File: config.mk
export PLATFORM = sky130hd
export DESIGN_NAME = keypad_scan_ctrl
export DESIGN_NICKNAME = d
export VERILOG_FILES = /design/src/rtl/keypad_scan_ctrl.sv
export SDC_FILE = /design/constraint.sdc
export NUM_CORES = 1
export LEC_CHECK = 0
export CORE_ASPECT_RATIO = 0.8
export CORE_MARGIN = 2
export CORE_UTILIZATION = 53
export CTS_CLUSTER_SIZE = 30
export DETAILED_ROUTE_END_ITERATION = 12
export PLACE_DENSITY = 0.77
export SETUP_SLACK_MARGIN = 0.5
export SLEW_MARGIN = 20
export SYNTH_ARGS = -nofsm -noshare
export SYNTH_HDL_FRONTEND = slang
export SYNTH_SLANG_ARGS = --single-unit
File: constraint.sdc
create_clock -name clk -period 1.9 [get_ports clk]
set_input_delay 0.285 -clock clk [delete_from_list [all_inputs] [get_ports clk]]
set_output_delay 0.285 -clock clk [all_outputs]
set_load 0.005 [all_outputs]
File: src/rtl/keypad_scan_ctrl.sv
// 4x4 keypad scanner: walks active-low columns, debounces press and release,
// and holds one key event until the consumer acknowledges it with key_read.
module keypad_scan_ctrl #(
  parameter int SCAN_CYCLES     = 4,
  parameter int DEBOUNCE_CYCLES = 8
) (
  input  logic       clk,
  input  logic       RST,
  input  logic [3:0] RowIn,
  output logic [3:0] ColOut,
  output logic       key_valid,
  output logic [3:0] key_code,
  input  logic       key_read
);

  localparam int SW = $clog2(SCAN_CYCLES);
  localparam int DW = $clog2(DEBOUNCE_CYCLES + 1);
  localparam logic [SW-1:0] SCAN_LAST = SW'(SCAN_CYCLES - 1);
  localparam logic [SW-1:0] SETTLE    = SW'(2);
  localparam logic [DW-1:0] DEB_LAST  = DW'(DEBOUNCE_CYCLES - 1);

  typedef enum logic [1:0] {SCAN, DEBOUNCE, VALID, RELEASE} state_t;

  state_t        r_state, w_state_nxt;
  logic [3:0]    r_sync1, r_row_s;
  logic [1:0]    r_col, w_col_nxt;
  logic [1:0]    r_row, w_row_nxt;
  logic [SW-1:0] r_dwell, w_dwell_nxt;
  logic [DW-1:0] r_deb, w_deb_nxt;
  logic [3:0]    r_code, w_code_nxt;
  logic [1:0]    w_low_row;
  logic          w_row_low;

  // Lowest-index low row wins when several rows are pulled down together.
  always_comb begin
    w_low_row = 2'd3;
    if (!r_row_s[0])      w_low_row = 2'd0;
    else if (!r_row_s[1]) w_low_row = 2'd1;
    else if (!r_row_s[2]) w_low_row = 2'd2;
  end

  assign w_row_low = ~r_row_s[r_row];

  always_comb begin
    w_state_nxt = r_state;
    w_col_nxt   = r_col;
    w_row_nxt   = r_row;
    w_dwell_nxt = r_dwell;
    w_deb_nxt   = r_deb;
    w_code_nxt  = r_code;
    case (r_state)
      SCAN: begin
        // The first two dwell clocks still carry the previous column's rows.
        if (r_dwell >= SETTLE && r_row_s != 4'hF) begin
          w_state_nxt = DEBOUNCE;
          w_row_nxt   = w_low_row;
          w_deb_nxt   = '0;
        end else if (r_dwell == SCAN_LAST) begin
          w_dwell_nxt = '0;
          w_col_nxt   = r_col + 2'd1;
        end else begin
          w_dwell_nxt = r_dwell + 1'b1;
        end
      end
      DEBOUNCE: begin
        if (w_row_low) begin
          if (r_deb == DEB_LAST) begin
            w_state_nxt = VALID;
            w_code_nxt  = {r_row, r_col};
          end else begin
            w_deb_nxt = r_deb + 1'b1;
          end
        end else begin
          w_state_nxt = SCAN;
          w_dwell_nxt = '0;
        end
      end
      VALID: begin
        if (key_read) begin
          w_state_nxt = RELEASE;
          w_deb_nxt   = '0;
        end
      end
      RELEASE: begin
        if (r_row_s == 4'hF) begin
          if (r_deb == DEB_LAST) begin
            w_state_nxt = SCAN;
            w_col_nxt   = r_col + 2'd1;
            w_dwell_nxt = '0;
          end else begin
            w_deb_nxt = r_deb + 1'b1;
          end
        end else begin
          w_deb_nxt = '0;
        end
      end
      default: w_state_nxt = SCAN;
    endcase
  end

  always_ff @(posedge clk) begin
    if (RST) begin
      r_sync1 <= 4'hF;
      r_row_s <= 4'hF;
      r_state <= SCAN;
      r_col   <= '0;
      r_row   <= '0;
      r_dwell <= '0;
      r_deb   <= '0;
      r_code  <= '0;
    end else begin
      r_sync1 <= RowIn;
      r_row_s <= r_sync1;
      r_state <= w_state_nxt;
      r_col   <= w_col_nxt;
      r_row   <= w_row_nxt;
      r_dwell <= w_dwell_nxt;
      r_deb   <= w_deb_nxt;
      r_code  <= w_code_nxt;
    end
  end

  assign ColOut    = ~(4'b0001 << r_col);
  assign key_valid = (r_state == VALID);
  assign key_code  = r_code;

endmodule

==> metrics.txt <==
GPL Wtd Cong=0.903; R2R Setup Slk=about 0.32 ns; maximum vdd drop=973 uV; Worst-path clk slew=0.13 ns; CP startpoint=r_row[0]; Worst Hold Class=flop to flop; setup repair after global routing missed its margin=true; total CTS buffers=3; CTS tree=done; internal power=1090 uW; Skew-Pair Late Insertion Delay=0.32 ns; cell count after synthesis=138; dpl hpwl=1750 microns; clk buf depth=2; area delta synth->final=54.0%; die height=46.5 microns; post-place setup slack=around 0.19 ns; # DRC=0; Clock Skews=slightly above 0.006 ns; first-pass GRT wire length=5430 microns; Setup TNS=0 ns; Setup crit start kind=flop; Worst EP arrival=1.82 ns; switching share of power=34.6%; #FFs+latches synth=24; Syn Area/Cell=8.67 sq um; status=finished clean; Net Switching=between 500 and 600 uW; layout net count=between 150 and 200; worst path buffer plus inverter count=0; post-synth cell types=33; clk root buf=clkbuf_4; CP required=between 2 and 2.5 ns; setup ws final=0.319 ns; Post-DRT Antenna Nets=0; highest clock rate=0.633 GHz; number of global-route vias before repair=1256; layout cells sized above 1=52.5%; mapped cell area=1200 sq um; Setup violations, final=0; path depth of the worst reg2reg path=4; initial antenna violation count=0; yosys warns=0; Combinational Power Share=44.9%; WL final=approximately 4000 microns; Routed WL per cell=19.6 microns; clock power share=16.1%; crit path cell chain=mux2i_4, a22oi_1, o21ai_0, a21oi_1; Critical Path End=key_code[3]; leading cell type in the layout, fill and taps excluded=buf_4; Vias/cell=6.47; initial DRC count=98; pins over their slew limit=0; n_diodes=0; Cell Rows=15; most frequent cells in the layout=22 x buf_4, 10 x dfxtp_2, 9 x nand3_1, 9 x o21ai_0, 9 x dfxtp_1; Final period util=83.2%; critical path class=flop to flop; Hold Slack=0.426 ns; Vias=1319; CP max stage delay=0.40 ns; Core Area=2140 sq um; initial core utilization=55.9%; Hold Fails Final Rpt=0; fin crit period=1.58 ns; Sink Count=24; worst r2r dst=key_code[3]; Seq/Total Area, Yosys=between 40% and 50%; IO Count=16; Overall Global Routing Usage=between 20% and 30%; pin count of the biggest net entering global routing=15; Pleak=0.000729 uW; DIE WIDTH=57.1 microns; H-tree Lvls=1; Max FO, Critical Path=4; Crit. path cell count=4; Crit. End Element=flop; delay-heaviest family, CP=compound AO/OA/AOI/OAI gates; router iterations before antenna repair=5; Congestion Overflow GR=0; Mapped Nets=approximately 150; Worst R2R Start=r_row[0]; slowest stage cell on the critical path=dfxtp_4; Worst-Margin Slew=0.449 ns; IO Port Bufs=15; power per cell area=906 nW/um^2; die area=2660 sq um; Final Util=86.1%; Max-Cap Viols=0; sequential power share=39.0%; max_slew headroom=69.9%
## timing repair
item | in CTS | in global routing
pin swaps | 6 | 13
resized for setup | 67 | 19
gates cloned | 1 | 0
setup buffers | 20 | 5
hold buffers | 0 | 0
setup endpoints to repair | 25 | 20
## synth_stat cells
library cell,number,area share (%)
dfxtp_1,24,40
a21oi_1,11,4.6
inv_1,10,3.1
nand3_1,9,3.8
o21ai_0,9,3.8
or2_2,9,4.7
nand2_1,8,2.5
nor2_1,8,2.5
ha_1,7,7.3
mux2i_1,6,5.0
a31oi_1,3,1.6
and2_1,3,1.6
clkbuf_1,3,0.94
nand4_1,3,1.6
or3_1,3,1.6
a32o_1,2,1.7
buf_2,2,0.84
nand3b_1,2,1.3
nor3_1,2,0.84
a211oi_1,1,0.63
a21o_1,1,0.63
a221oi_2,1,1.3
a22o_1,1,0.73
a22oi_1,1,0.63
a311oi_1,1,0.73
and3b_1,1,0.73
and4_1,1,0.73
and4_4,1,0.94
mux2_2,1,0.94
nor2b_1,1,0.52
nor4_1,1,0.52
o221a_1,1,0.94
or3b_2,1,0.73
## metal layers
metal,vias up,track usage (%),share of wire [%],wire [microns]
met3,27,7.30,7.8,311
met2,88,55.6,51,2020
li1,577,-,-,-
met4,0,13.0,3.6,144
met1,627,27.7,38,1520
met5,-,0,0,0
## worst min-delay path by stage
stage,start,to,slack (ns),depth (start not counted)
2_1_floorplan,RowIn[0],r_sync1[0],0.39,1
3_3_place_gp,r_sync1[1],r_row_s[1],0.39,1
3_5_place_dp,r_sync1[1],r_row_s[1],0.40,1
4_1_cts,r_sync1[1],r_row_s[1],0.43,1
5_1_grt,r_sync1[2],r_row_s[2],0.44,1
6_report,r_sync1[0],r_row_s[0],0.43,1
## power by group through the flow
stage          sequential (uW)  combinational (uW)  clock [uW]
3_5_place_dp               664                 380           0
2_1_floorplan              635                 328           0
6_report                   651                 748         269
3_3_place_gp               658                 359           0
4_1_cts                    640                 651         273
5_1_grt                    658                 800         293
## cell families after synthesis
kind of cell	Yosys count	synth area share [%]
simple gates	53	24.5
mux	7	5.96
flops	24	40.2
compound gates	32	17.2
fa+ha+maj	7	7.32
buf+inv	15	4.92
## area by class of cell
type / count / area, sq um
timing repair buffer: 41 / 343
sequential: 24 / 512
tap: 25 / 31.3
multi-input combinational: 100 / 880
fill: 99 / 298
clock buffer: 4 / 36.3
inverter: 10 / 40.0
## metrics by stage
step / power [uW] / instance area, sq um / std cells
final: 1670 / 1840 / 204
after global routing: 1750 / 1840 / 204
after floorplan: 964 / 1240 / 138
after detailed placement: 1040 / 1410 / 174
after global placement: 1020 / 1410 / 174
after CTS: 1560 / 1740 / 199
## state kept, by name, summed over array words and instances, names as in the netlist, named ones only
| register | flops |
|---|---|
| key_code | 4 |
| r_col | 2 |
| r_deb | 4 |
| r_dwell | 2 |
| r_row | 2 |
| r_row_s | 4 |
| r_state | 1 |
| r_sync1 | 4 |
Power figures use the tool's default switching activity.
==> patch (same settings) <==
Put a register stage on the outputs `ColOut` and `key_valid`, without a reset. The values now appear one clock later. The other outputs are not delayed to match.
--- a/src/rtl/keypad_scan_ctrl.sv
+++ b/src/rtl/keypad_scan_ctrl.sv
@@ -121,6 +121,8 @@
   end
 
-  assign ColOut    = ~(4'b0001 << r_col);
-  assign key_valid = (r_state == VALID);
+  always_ff @(posedge clk) begin
+    ColOut    <= ~(4'b0001 << r_col);
+    key_valid <= (r_state == VALID);
+  end
   assign key_code  = r_code;
 
Check against the original RTL: not equivalent (a bounded check fails within 10 cycles, from zero or initial values and one cycle with RST high).
==> patch against the unedited design <==
Count of clock-buffer cells in the layout rose by 2. Sequential cell count is 5 higher. Routed wire length fell by 13%. Global-route usage is 3.5 points lower. Setup slack worse by 0.045 ns. Sequential share of layout area increased by 4.5 points. Power rose by 14%. Utilization down 7.4 points. Design area is 2.6% higher. Combinational power grew 1%. Synthesized area increased by 10%. Sequential power up 18%. Non-clock buffer count shrank 6. Critical path type unchanged.
==> patch: results (changes against the unedited design) <==
- Worst path max stage delay: 0.48 ns (was 0.40 ns)
- Post-synth net total: 153 (was 152)
- Status: finished, final reports clean (unchanged)
- Total wire length: 3.469 mm (was 3.994 mm)
- Net Sw Frac: 0.3513 (was 0.3459)
- Commonest cells post-synth: 29 x dfxtp_1, 10 x a21oi_1, 9 x inv_1 (was 24 x dfxtp_1, 11 x a21oi_1, 10 x inv_1)
- First drt pass iteration count: 4 (was 5)
- Yosys cell types: 40 (was 33)
- Fin Clk Skew: 0.01551 ns (was 0.006035 ns)
- Ratio of cells with drive above 1 in the final layout: 0.4545 (was 0.5251)
- Post-synth top area share: 0.4411 (was 0.4017)
- Number of global-route vias before repair: 1094 (was 1256)
- Starting DRT DRC Count: 83 (was 98)
- Number of vias per cell: 5.828 (was 6.466)
- Post-Syn Area per Cell: 9.470 sq um (was 8.668 sq um)
- Worst VDD drop: 0.0005861 V (was 0.0009731 V)
- Final GP Congestion: 0.7403 (was 0.9027)
- Clk Latency, worst-skew pair: 0.34 ns (was 0.32 ns)
- GRT Overall Usage: 0.2440 (was 0.2792)
- Post-Place Cells: 181 (was 174)
- Nets: 189 (was 194)
- Sequential share of the synthesized area: 0.4411 (was 0.4017)
- CTS clk-pin slew, worst paths: 0.10 ns (was 0.13 ns)
- Pre-CTS setup slack: 0.2359 ns (was 0.1919 ns)
- Largest net degree at the start of global routing: 12 (was 15)
- H-Tree Depth: 2 (was 1)
- Slew headroom: 0.6808 (was 0.6994)
- Worst path arrival time: 1.91 ns (was 1.82 ns)
- DP Wirelength: 2.011 mm (was 1.749 mm)
- Area of placed instances: 0.001563 sq mm (was 0.001405 sq mm)
- First-pass GRT wire length: 5.154 mm (was 5.430 mm)
- Post-Layout Cell Count: 203 (was 204)
- Slowest stage cell, crit path: or4_4 (was dfxtp_4)
- Synth Warn #: 0 (unchanged)
- Cts bufs inserted: 5 (was 3)
- Synth top area cells: dfxtp_1 44%, ha_1 6.7%, a21oi_1 3.8%, or2_2 3.8%, mux2i_1 3.0% (was dfxtp_1 40%, ha_1 7.3%, mux2i_1 5.0%, or2_2 4.7%, a21oi_1 4.6%)
-- patch: changes by cell type in the layout (fill, tap and decap cells not counted), moves of 3 or more --
cell / change
dfxtp_1: +6
dlygate4sd2_1: +5
nand2_1: -5
o21ai_0: -5
buf_4: -4
buf_6: -4
ha_4: -4
inv_1: +4
inv_2: -4
nand2b_1: +4
or3_4: -3
-- patch: area by class of cell --
| class | instances | area (sq um) |
|---|---|---|
| clock buffers | 6 | 41.29 |
| clock inverters | 2 | 10.01 |
| fillers | 162 | 511.7 |
| inverters | 9 | 33.78 |
| multi-input cells | 95 | 864.6 |
| flip-flops and latches | 29 | 610.6 |
| well taps | 27 | 33.78 |
| repair buffers | 35 | 296.5 |
-- patch: routing by layer --
layer	track usage	vias to the layer above	share of wire
li1	-	572	-
met1	0.3096	559	0.44
met4	0.1815	0	0.010
met3	0.06952	6	0.068
met5	0	-	0
met2	0.3442	46	0.48
-- patch: worst paths after layout --
check | from | endpoint | slack, ns | cells past startpoint
worst max register to register | r_row[1] | r_deb[0] | 0.27 | 4
worst max-delay path | r_row[1] | r_deb[0] | 0.27 | 4
worst min register to register | r_sync1[1] | r_row_s[1] | 0.42 | 1
worst min-delay path | r_sync1[1] | r_row_s[1] | 0.42 | 1
-- patch: what timing repair did --
action	4_1_cts	5_1_grt
setup endpoints to repair	22	14
gates resized for setup	33	24
buffers inserted	7	7
pin swaps	4	5
-- patch: logic make-up (layout without fill, tap and decap cells) --
| group | after synthesis | in the layout | share of synthesized area |
|---|---|---|---|
| flip-flops | 29 | 29 | 0.4411 |
| AND/OR/NAND/NOR | 49 | 49 | 0.2196 |
| AO/OA/AOI/OAI | 31 | 31 | 0.1559 |
| adder cells (fa/ha/maj) | 7 | 7 | 0.06654 |
| buffers and inverters | 15 | 52 | 0.05228 |
| multiplexers | 8 | 8 | 0.06464 |
-- patch: power groups by stage --
stage	Clock (mW)	Combinational, mW	Sequential [mW]
2_1_floorplan	0	0.361	0.745
3_3_place_gp	0	0.455	0.757
3_5_place_dp	0	0.476	0.765
4_1_cts	0.372	0.620	0.760
5_1_grt	0.404	0.809	0.782
6_report	0.367	0.757	0.771
-- patch: worst max-delay path, delay by kind of cell, from the launching register on --
family	cells	cell delay (ns)
AOI/OAI and AO/OA	2	0.40
DFF	1	0.37
and+or+nand+nor	1	0.48
muxes	1	0.33
